--- config.mk ---
export PLATFORM = sky130hd
export DESIGN_NAME = rx_fifo_flat
export DESIGN_NICKNAME = d
export VERILOG_FILES = /design/src/rtl/rx_fifo_if.sv /design/src/rtl/rx_fifo.sv /design/src/flat_wrapper.sv
export SDC_FILE = /design/constraint.sdc
export NUM_CORES = 1
export LEC_CHECK = 0
export BUFFER_PORTS_ARGS = -buffer_cell sky130_fd_sc_hd__buf_2
export CORE_MARGIN = 3
export CORE_UTILIZATION = 50
export CTS_CLUSTER_DIAMETER = 200
export DETAILED_ROUTE_END_ITERATION = 8
export PLACE_DENSITY = 0.65
export SLEW_MARGIN = 0
export SYNTH_ARGS = -nofsm -noshare
export SYNTH_HDL_FRONTEND = slang
export SYNTH_SLANG_ARGS = --single-unit
--- constraint.sdc ---
create_clock -name Clk -period 3.15 [get_ports Clk]
set_input_delay 0.63 -clock Clk [delete_from_list [all_inputs] [get_ports Clk]]
set_output_delay 0.63 -clock Clk [all_outputs]
set_load 0.005 [all_outputs]
--- src/rtl/rx_fifo_if.sv ---
// rx_fifo_if: groups the receiver-side, host-side and status signals of rx_fifo.
//   slave  - used by rx_fifo (consumes receiver/host requests, drives status)
//   master - used by the receiver/host side that drives rx_fifo
// Signals:
//   Rx_Data_In, Data_Rdy_In, Rx_Error_In : from UART receiver
//   Rd_En, Err_Clr                       : from host
//   Rd_Data, Rd_Valid                    : read data path to host
//   Empty, Full, Count, RTS_Out          : occupancy and flow control
//   Err_Status                           : sticky errors [2:0] rx flags, [3] overrun
interface rx_fifo_if #(
  parameter int DATA_BITS = 9,
  parameter int DEPTH     = 16
);
  localparam int CW = $clog2(DEPTH) + 1;

  logic [DATA_BITS-1:0] Rx_Data_In;
  logic                 Data_Rdy_In;
  logic [2:0]           Rx_Error_In;
  logic                 Rd_En;
  logic [DATA_BITS-1:0] Rd_Data;
  logic                 Rd_Valid;
  logic                 Empty;
  logic                 Full;
  logic [CW-1:0]        Count;
  logic                 RTS_Out;
  logic [3:0]           Err_Status;
  logic                 Err_Clr;

  modport slave (
    input  Rx_Data_In, Data_Rdy_In, Rx_Error_In, Rd_En, Err_Clr,
    output Rd_Data, Rd_Valid, Empty, Full, Count, RTS_Out, Err_Status
  );

  modport master (
    output Rx_Data_In, Data_Rdy_In, Rx_Error_In, Rd_En, Err_Clr,
    input  Rd_Data, Rd_Valid, Empty, Full, Count, RTS_Out, Err_Status
  );
endinterface

--- src/rtl/rx_fifo.sv ---
// rx_fifo: receive buffer behind the UART receiver. Stores one character per
// rising edge of Data_Rdy_In in a circular FIFO, serves host reads with a
// registered data output, drives RTS flow control from occupancy, and keeps
// sticky receive-error / overrun status.
// Ports:
//   Clk - system clock, rising edge
//   Rst - synchronous active-high reset
//   bus - rx_fifo_if.slave (see interface file for signal list)
module rx_fifo #(
  parameter int DATA_BITS    = 9,
  parameter int DEPTH        = 16,
  parameter int AFULL_MARGIN = 4
) (
  input  logic      Clk,
  input  logic      Rst,
  rx_fifo_if.slave  bus
);
  localparam int AW = $clog2(DEPTH);
  localparam int CW = AW + 1;

  logic [DATA_BITS-1:0] mem [DEPTH];
  logic [AW-1:0]        wr_ptr;
  logic [AW-1:0]        rd_ptr;
  logic [CW-1:0]        count_q;
  logic                 data_rdy_d;
  logic [DATA_BITS-1:0] rd_data_q;
  logic                 rd_valid_q;
  logic [3:0]           err_q;

  logic empty;
  logic full;
  logic wr_req;
  logic rd_ok;
  logic wr_ok;
  logic overrun;

  assign empty   = (count_q == '0);
  assign full    = (count_q == CW'(DEPTH));
  assign wr_req  = bus.Data_Rdy_In & ~data_rdy_d;
  // Read qualification uses the registered occupancy, so a write landing in
  // the same cycle can never be read straight through.
  assign rd_ok   = bus.Rd_En & ~empty;
  assign wr_ok   = wr_req & (~full | rd_ok);
  assign overrun = wr_req & ~wr_ok;

  always_ff @(posedge Clk) begin
    if (Rst) begin
      wr_ptr     <= '0;
      rd_ptr     <= '0;
      count_q    <= '0;
      data_rdy_d <= 1'b0;
      rd_data_q  <= '0;
      rd_valid_q <= 1'b0;
      err_q      <= '0;
    end else begin
      data_rdy_d <= bus.Data_Rdy_In;
      rd_valid_q <= rd_ok;
      if (wr_ok)
        wr_ptr <= wr_ptr + 1'b1;
      if (rd_ok) begin
        rd_data_q <= mem[rd_ptr];
        rd_ptr    <= rd_ptr + 1'b1;
      end
      if (wr_ok && !rd_ok)
        count_q <= count_q + 1'b1;
      else if (rd_ok && !wr_ok)
        count_q <= count_q - 1'b1;
      // A set event in the clearing cycle wins.
      err_q[2:0] <= (err_q[2:0] & ~{3{bus.Err_Clr}}) | bus.Rx_Error_In;
      err_q[3]   <= (err_q[3] & ~bus.Err_Clr) | overrun;
    end
  end

  // Storage carries no reset; validity is tracked by the pointers and count.
  always_ff @(posedge Clk) begin
    if (!Rst && wr_ok)
      mem[wr_ptr] <= bus.Rx_Data_In;
  end

  assign bus.Rd_Data    = rd_data_q;
  assign bus.Rd_Valid   = rd_valid_q;
  assign bus.Empty      = empty;
  assign bus.Full       = full;
  assign bus.Count      = count_q;
  assign bus.RTS_Out    = (count_q < CW'(DEPTH - AFULL_MARGIN));
  assign bus.Err_Status = err_q;
endmodule

--- src/flat_wrapper.sv ---
// flat-port wrapper written by rule: the top's interface ports become plain ports
module rx_fifo_flat 
#(
  parameter int DATA_BITS    = 9,
  parameter int DEPTH        = 16,
  parameter int AFULL_MARGIN = 4
)
  (Clk, Rst, bus_Rx_Data_In, bus_Data_Rdy_In, bus_Rx_Error_In, bus_Rd_En, bus_Err_Clr, bus_Rd_Data, bus_Rd_Valid, bus_Empty, bus_Full, bus_Count, bus_RTS_Out, bus_Err_Status);
  rx_fifo_if #(.DATA_BITS(DATA_BITS), .DEPTH(DEPTH)) bus_i ();
  input  logic Clk;
  input  logic Rst;
  input wire logic [$bits(bus_i.Rx_Data_In)-1:0] bus_Rx_Data_In;
  input wire logic [$bits(bus_i.Data_Rdy_In)-1:0] bus_Data_Rdy_In;
  input wire logic [$bits(bus_i.Rx_Error_In)-1:0] bus_Rx_Error_In;
  input wire logic [$bits(bus_i.Rd_En)-1:0] bus_Rd_En;
  input wire logic [$bits(bus_i.Err_Clr)-1:0] bus_Err_Clr;
  output wire logic [$bits(bus_i.Rd_Data)-1:0] bus_Rd_Data;
  output wire logic [$bits(bus_i.Rd_Valid)-1:0] bus_Rd_Valid;
  output wire logic [$bits(bus_i.Empty)-1:0] bus_Empty;
  output wire logic [$bits(bus_i.Full)-1:0] bus_Full;
  output wire logic [$bits(bus_i.Count)-1:0] bus_Count;
  output wire logic [$bits(bus_i.RTS_Out)-1:0] bus_RTS_Out;
  output wire logic [$bits(bus_i.Err_Status)-1:0] bus_Err_Status;
  assign bus_i.Rx_Data_In = bus_Rx_Data_In;
  assign bus_i.Data_Rdy_In = bus_Data_Rdy_In;
  assign bus_i.Rx_Error_In = bus_Rx_Error_In;
  assign bus_i.Rd_En = bus_Rd_En;
  assign bus_i.Err_Clr = bus_Err_Clr;
  assign bus_Rd_Data = bus_i.Rd_Data;
  assign bus_Rd_Valid = bus_i.Rd_Valid;
  assign bus_Empty = bus_i.Empty;
  assign bus_Full = bus_i.Full;
  assign bus_Count = bus_i.Count;
  assign bus_RTS_Out = bus_i.RTS_Out;
  assign bus_Err_Status = bus_i.Err_Status;
  rx_fifo #(.DATA_BITS(DATA_BITS), .DEPTH(DEPTH), .AFULL_MARGIN(AFULL_MARGIN)) u_core (.Clk(Clk), .Rst(Rst), .bus(bus_i));
endmodule
== Word-level counts from Yosys, hierarchy flattened ==
Memory sizes are Yosys's and may differ from the RTL's. A register that Yosys moved wholly into a read port is not among the register bits.
Cells that the tools add are included.
Cells by class
  add/subtract/negate cells: 4
  order comparisons: 1
  equality and inequality tests: 1
  multiplexer cells: 4
  bitwise gates (word level): 15
  reductions and logical operators: 8
Operators with widths (count)
  2-to-1 mux 5 bit: 2
  adder 4 x 1 -> 4 bit (second input constant): 2
  adder 5 x 1 -> 5 bit (second input constant): 1
  bitwise AND 1 bit: 5
  equality test 5 bit (second input constant): 1
  logical NOT 5 bit: 1
  less-than comparator 5 x 4 -> 1 bit (second input constant): 1
  inverter 1 bit: 5
  subtractor 5 x 1 -> 5 bit (second input constant): 1
  bitwise AND 3 bit: 1
  logical AND 1 bit: 3
  logical NOT 1 bit: 3
  inverter 3 bit: 1
  bitwise OR 3 bit: 1
  2-to-1 mux 1 bit: 2
  bitwise OR 1 bit: 2
  nonzero test 2 bit: 1
Word-level totals
  bits in registers: 19
  RAM bits: 144
  input bits: 17
  output and inout bits: 22
  logic and storage cells: 40
  memories kept: 1
Memories
  u_core.mem: depth 16, bits a word 9, rd ports 1, clocked after memory_dff 1, write ports 1, RTL line rx_fifo.sv:21  | logic [DATA_BITS-1:0] mem [DEPTH];

== Logic depth before layout (Yosys ltp) ==
Gate-level depths: netlist of the first run.
  depth after elaboration: 9
  mapped depth: 11
  gate-level depth less buffers: 11

== Worst setup path before layout of the first run ==
Ideal clock, no wire load.
  path type: reg-to-reg
  start: register u_core.count_q[0], in the netlist u_core.bus.Count[0]
  end: register u_core.count_q[4], in the netlist u_core.bus.Count[4]
  library setup time: 0.121 ns
  arrival: 2.706 ns
  data required time: 3.029 ns
  setup slack: 0.323 ns
  cell stages (with the launch flop): 11
  cell sequence: dfxtp_1 -> or4_4 -> o31a_1 -> buf_6 -> ha_1 -> inv_1 -> ha_1 -> a21o_1 -> a21oi_1 -> mux2i_1 -> mux2_2
Between the ends
  cells in the longest elaborated chain, start to end: 8
  elaborated cells between the ends (all ways): 16
  classes of those cells: 2 x add/sub; 1 x eq/ne; 2 x mux; 5 x bitwise; 6 x reduce/logical
RTL lines
  from (decl): RTL line rx_fifo.sv:24  | logic [CW-1:0] count_q;
  from (signal assigned): RTL line rx_fifo.sv:65  | count_q <= count_q + 1'b1;
  from (signal assigned): RTL line rx_fifo.sv:67  | count_q <= count_q - 1'b1;
  logical NOT 5 bit: RTL line rx_fifo.sv:37  | assign empty = (count_q == '0);
  inverter 1 bit: RTL line rx_fifo.sv:42  | assign rd_ok = bus.Rd_En & ~empty;
  bitwise AND 1 bit: RTL line rx_fifo.sv:42
  bitwise OR 1 bit: RTL line rx_fifo.sv:43  | assign wr_ok = wr_req & (~full | rd_ok);
  bitwise AND 1 bit: RTL line rx_fifo.sv:43
  logical NOT 1 bit: RTL line rx_fifo.sv:66  | else if (rd_ok && !wr_ok)
  logical AND 1 bit: RTL line rx_fifo.sv:66
  nonzero test 2 bit (no line)
Several ways; a longest one is shown, not always the timed one. The select of a mux whose other input is x is not followed.
A chain may end at the register's enable or synchronous reset.

== Worst setup path after layout of the first run ==
Same ends and word-level chain as after synthesis.

==> reports/qor.txt, run 1 <==
cell with the most instances after synthesis - edfxtp_1
first-pass GRT wire length - 21400 microns
Fmax - 338 MHz
Synth top area share - 0.637
clk_lat worst skew - 420 ps
Post-Syn Nets - 472
Static Leak - 2.63 nW
CP Data Required Time - 3460 ps
max incr delay on CP - 570 ps
Layout Area Growth over Synthesis - 15.8%
number of synthesized flops with an enable pin - 144
vias - 3791
worst path bufs/invs - 2
Post-CTS Setup Inserts - 0
sum of negative setup slack - 0 ps
Final min period - 2960 ps
1st-pass router iterations - 4
vias per cell - 5.53
Initial Util - 0.525
number of synthesis warnings - 0
Clock Skew - 9.26 ps
Int Power - 0.00423 W
Critical Path Fanout Max - 5
Global Route Usage Sum - 0.201
GPL Wtd Cong - 0.803
core area - 0.0129 sq mm
Avg Inst Size Synth - 15.3 sq um
Comb power frac - 0.149
RSZ-0062 raised after global routing - false
CP Class - reg2reg
Post-synth top flop - edfxtp_1
slowest cell on the critical path - or4_4
Residual DRC - 0
hold buffer count at CTS - 0
Hold Crit Class - in2reg
Max Slew Vio Count - 0
Async SR Flop Fraction - 0
Final Hold Vio Count - 0
synthesized area - 0.00679 sq mm
Worst Tran Pin Value - 655 ps
clk root buf - clkbuf_16
die area - 0.0150 sq mm
Clock Power Share - 0.377
Starting DRT DRC Count - 319
top post-synthesis cells by area - edfxtp_1 64%, mux2i_1 11%, dfxtp_1 8.3%, o22ai_1 3.3%, nor2_1 2.9%
wire per inst - 20.4 microns
register area share after synthesis - 0.719
Reg power frac - 0.474
clock sinks - 172
switch share - 0.250
sw power - 0.00141 W
Worst setup EP type - flop
CTS tree - done
Syn Inst Count - 444
Core Rows - 41
setup violators final - 0
Arr. time, crit path - 3260 ps
io pins - 39
Num CTS Buffers - 17
initial antenna violation count - 0
power density cells - 718 mW/mm^2
dpl hpwl - 8990 microns
die width - 123 microns
total of max-cap violations - 0
clock slew at the register clock pins of the worst setup and hold paths - 60 ps
Die Ht - 123 microns
Worst VDD drop - 0.000473 V
status - complete, no violations
Clock Tree Buf Depth - 2
Worst setup SP type - flop
Antenna Cells - 0
Synth cell types - 31
largest net degree at the start of global routing - 34
number of port buffers - 38
Final ANT Viol Nets - 0
crit-path cells - or4_4 > o21a_1 > inv_1 > ha_1 > inv_1 > ha_1 > a21o_1 > a21oi_1 > mux2i_1 > mux2_2
crit-path leading delay family - multiplexers
H-tree Lvls - 4
Final Cycle Share - 0.938
Max-slew headroom - 0.563
most frequent cells after synthesis - 144 x edfxtp_1, 74 x mux2i_1, 53 x nor2_1
post-synth top area cell - edfxtp_1
Resize count post-CTS - 0
final hold slack - 423 ps
fraction of layout cells with a size suffix above 1 - 0.177
Synth Register Bits - 172
Routed Wire Length - 14000 microns
vias in the first global route - 3774
layout net count - 529
total grt overflow - 0
-- cell families after synthesis --
kind of cell / share of synthesized area
compound gates: 0.0553
xor+xnor: 0.0116
buf+inv: 0.0203
fa+ha+maj: 0.0214
mux: 0.111
simple gates: 0.0614
flops: 0.719
-- through the flow --
step / utilization / setup slack (ps) / std cells / cell area (sq um) / total power [W]
after floorplan: - / 323 / 444 / 6790 / 0.00325
after global placement: 0.562 / 355 / 654 / 7260 / 0.00354
after detailed placement: 0.562 / 236 / 654 / 7260 / 0.00357
after CTS: 0.608 / 212 / 686 / 7870 / 0.00570
after global routing: 0.608 / 100 / 686 / 7870 / 0.00590
final: 0.608 / 194 / 686 / 7870 / 0.00565
-- per-layer routing --
layer  global-route usage  up-vias  part of all wire
met3               0.0488       13             0.051
met5                    0        -                 0
li1                     -     1814                 -
met4               0.0749        0             0.013
met1                0.272     1876              0.45
met2                0.320       88              0.48
-- worst min-delay path, cell delays in order --
cell and delay, ps:
buf_2 70, a21oi_1 30, nor2_1 70
-- cell type report --
class | instances | area, sq um
clock buffer | 19 | 433
clock inverter | 13 | 171
fill | 1013 | 5060
inverter | 10 | 37.5
multi-input combinational | 242 | 1770
sequential | 172 | 4890
tap | 172 | 215
timing repair buffer | 58 | 353
-- worst paths after layout --
check,startpoint,slack [ps],cells past startpoint,end
hold reg to reg,u_core.bus.Err_Status[3]$_SDFF_PP0_,490,2,u_core.bus.Err_Status[3]$_SDFF_PP0_
setup reg to reg,u_core.bus.Count[0]$_SDFFE_PP0P_,190,10,u_core.bus.Count[4]$_SDFFE_PP0P_
setup / recovery,u_core.bus.Count[0]$_SDFFE_PP0P_,190,10,u_core.bus.Count[4]$_SDFFE_PP0P_
hold / removal,bus_Rx_Error_In[2],420,3,u_core.bus.Err_Status[2]$_SDFF_PP0_
-- power by group through the flow --
stage,registers [W],logic (W),clock network [W]
5_1_grt,0.00269,0.000942,0.00227
2_1_floorplan,0.00269,0.000559,0
4_1_cts,0.00268,0.000850,0.00217
6_report,0.00268,0.000842,0.00213
3_5_place_dp,0.00272,0.000843,0
3_3_place_gp,0.00272,0.000826,0
-- cells in the final DEF (no fill, tap or decap), types with 10 or more instances in the layout --
cell type and instances:
a21oi_1 10, buf_2 38, buf_4 19, clkbuf_16 17, dfxtp_1 27, edfxtp_1 144
ha_1 10, inv_1 10, mux2i_1 74, nand2_1 10, nor2_1 53, o22ai_1 36
-- state kept, by name, summed over array words and instances (netlist names) --
name / cells
u_core.rd_ptr: 4
u_core.mem: 144
u_core.wr_ptr: 4
u_core.bus.Count: 5
u_core.bus.Rd_Valid: 1
u_core.data_rdy_d: 1
u_core.bus.Rd_Data: 9
u_core.bus.Err_Status: 4
No activity file was read; power rests on OpenSTA's default activity.
==> run 2: changes to the inputs <==
Settings changed: CTS_BUF_LIST from default to sky130_fd_sc_hd__clkbuf_2, GPL_TIMING_DRIVEN from default to 0.
==> run 2 against run 1 <==
Effect of this change:
- sequential power decreased by 1%
- largest cell class unchanged
- total power shrank 14%
- utilization is 3.0 points lower
- die area unchanged
- highest routed layer unchanged
- setup slack improved by 7.2 ps
- critical path type unchanged
==> reports/qor.txt, run 2 (same netlist as run 1, synthesis figures left out) <==
Final Cycle Share - 0.936 (-0.00229)
Layout Area Growth over Synthesis - 10.1%
GPL Wtd Cong - 0.800 (-0.37%)
r2r endpoint - u_core.bus.Count[4]$_SDFFE_PP0P_
Critical Path Fanout Max - 9 (+4)
Num CTS Buffers - 17 (unchanged)
clock slew at the register clock pins of the worst setup and hold paths - 230 ps (+170 ps)
CP Data Required Time - 3790 ps (+330 ps)
Routed Wire Length - 14600 microns (+4.2%)
clock sinks - 172 (unchanged)
dpl hpwl - 9820 microns (+9.2%)
Final Hold Vio Count - 0 (unchanged)
Die Ht - 123 microns (unchanged)
Antenna Cells - 0 (unchanged)
Worst Tran Pin Value - 949 ps (+294 ps)
Initial Util - 0.525 (unchanged)
Worst setup SP type - flop
Top reg by flops - u_core.mem
Clock Tree Buf Depth - 2 (unchanged)
Worst Min Path Start - bus_Rx_Error_In[1]
power density cells - 646 mW/mm^2 (-10%)
sum of negative setup slack - 0 ps (unchanged)
Max Slew Vio Count - 0 (unchanged)
CP Class - reg2reg
Resize count post-CTS - 0 (unchanged)
H-tree Lvls - 4 (unchanged)
final hold slack - 85.1 ps (-338 ps)
number of port buffers - 38 (unchanged)
Final min period - 2950 ps (-7.22 ps)
CTS tree - done
vias per cell - 5.65 (+2.3%)
fraction of layout cells with a size suffix above 1 - 0.185 (+0.00778)
largest net degree at the start of global routing - 17 (-50%)
Residual DRC - 0 (unchanged)
Final ANT Viol Nets - 0 (unchanged)
Arr. time, crit path - 3590 ps (+330 ps)
clk root buf - clkbuf_2
final core utilization - 0.578 (-0.0303)
Global Route Usage Sum - 0.211 (+0.00921)
Fmax - 339 MHz (+0.25%)
total of max-cap violations - 0 (unchanged)
1st-pass router iterations - 5 (+1)
hold buffer count at CTS - 0 (unchanged)
Core Rows - 41 (unchanged)
Post-CTS Setup Inserts - 0 (unchanged)
Worst setup startpoint - u_core.bus.Count[0]$_SDFFE_PP0P_
max reg flops - 144 (unchanged)
Reg2Reg Launch Point - u_core.bus.Count[0]$_SDFFE_PP0P_
vias - 3879 (+2.3%)
clk_lat worst skew - 740 ps (+320 ps)
die area - 0.0150 sq mm (unchanged)
layout net count - 529 (unchanged)
Reg2Reg Setup Slack - 200 ps (about the same)
crit path capture - u_core.bus.Count[4]$_SDFFE_PP0P_
vias in the first global route - 3890 (+3.1%)
Starting DRT DRC Count - 315 (-1.3%)
total grt overflow - 0 (unchanged)
Hold Crit Class - in2reg
most frequent cells in the layout - 144 x edfxtp_1, 74 x mux2i_1, 53 x nor2_1, 52 x buf_2, 36 x o22ai_1
status - complete, no violations
first-pass GRT wire length - 22500 microns (+5.0%)
setup violators final - 0 (unchanged)
worst reg2reg path depth - 10 (unchanged)
io pins - 39 (unchanged)
Worst setup EP type - flop
Worst VDD drop - 0.000288 V (-39%)
Max-slew headroom - 0.365 (-0.198)
Clock Skew - 51.2 ps (+41.9 ps)
Static Leak - 2.48 nW (-5.8%)
commonest non-fill, non-tap cell in the layout - edfxtp_1
initial antenna violation count - 0 (unchanged)
RSZ-0062 raised after global routing - false
total power - 0.00483 W (-14%)
wire per inst - 21.3 microns (+4.2%)
die width - 123 microns (unchanged)
core area - 0.0129 sq mm (unchanged)
==> run 2: changes by cell type in the layout (fill, tap and decap cells not counted), moves of 2 or more <==
cell and change:
clkbuf_1 +3, buf_4 -19, dfxtp_2 +2, clkbuf_2 +21, clkbuf_16 -17, clkinv_1 -4, buf_2 +14
==> run 2: cell type report <==
class,instances,area (sq um)
fillers,1046,5450
flip-flops and latches,172,4890
multi-input cells,242,1770
well taps,172,215
repair buffers,38,190
clock inverters,11,170
clock buffers,21,105
plain buffers,20,100
inverters,10,37.5
==> run 2: worst max-delay path: stages, from the launching register on <==
cell and delay, ps:
dfxtp_2 400, or4_4 560, o31a_1 270, buf_6 150, ha_1 230, inv_2 110, ha_1 250, a21o_1 170
a21oi_1 170, mux2i_1 210, mux2_2 350
==> run 2: metal layers <==
metal	GRT usage	vias up	routed length [microns]
met1	0.289	1932	6520
met4	0.0882	0	393
li1	-	1806	-
met2	0.330	117	6890
met5	0	-	0
met3	0.0429	24	777
==> run 2: worst min-delay path by stage <==
stage | end | cells past startpoint
finish | u_core.bus.Err_Status[1]$_SDFF_PP0_ | 3
global route | u_core.bus.Err_Status[1]$_SDFF_PP0_ | 3
CTS | u_core.bus.Err_Status[1]$_SDFF_PP0_ | 3
detailed placement | u_core.bus.Err_Status[3]$_SDFF_PP0_ | 2
global placement | u_core.bus.Err_Status[1]$_SDFF_PP0_ | 2
floorplan | u_core.bus.Err_Status[1]$_SDFF_PP0_ | 2
==> run 2: report_power, final <==
part / internal [W] / switching, W / total [W] / leakage, nW
registers: 0.00257 / 0.0000732 / 0.00264 / 1.53
clock network: 0.000538 / 0.000739 / 0.00128 / 0.169
logic: 0.000356 / 0.000557 / 0.000912 / 0.784
total: 0.00346 / 0.00137 / 0.00483 / 2.48
==> run 2: through the flow <==
stage / instances / setup slack [ps] / cell area, sq um
after floorplan: 444 / 323 / 6790
after global placement: 654 / 164 / 7200
after detailed placement: 654 / 137 / 7200
after CTS: 686 / 104 / 7470
after global routing: 686 / 56.6 / 7470
final: 686 / 202 / 7470
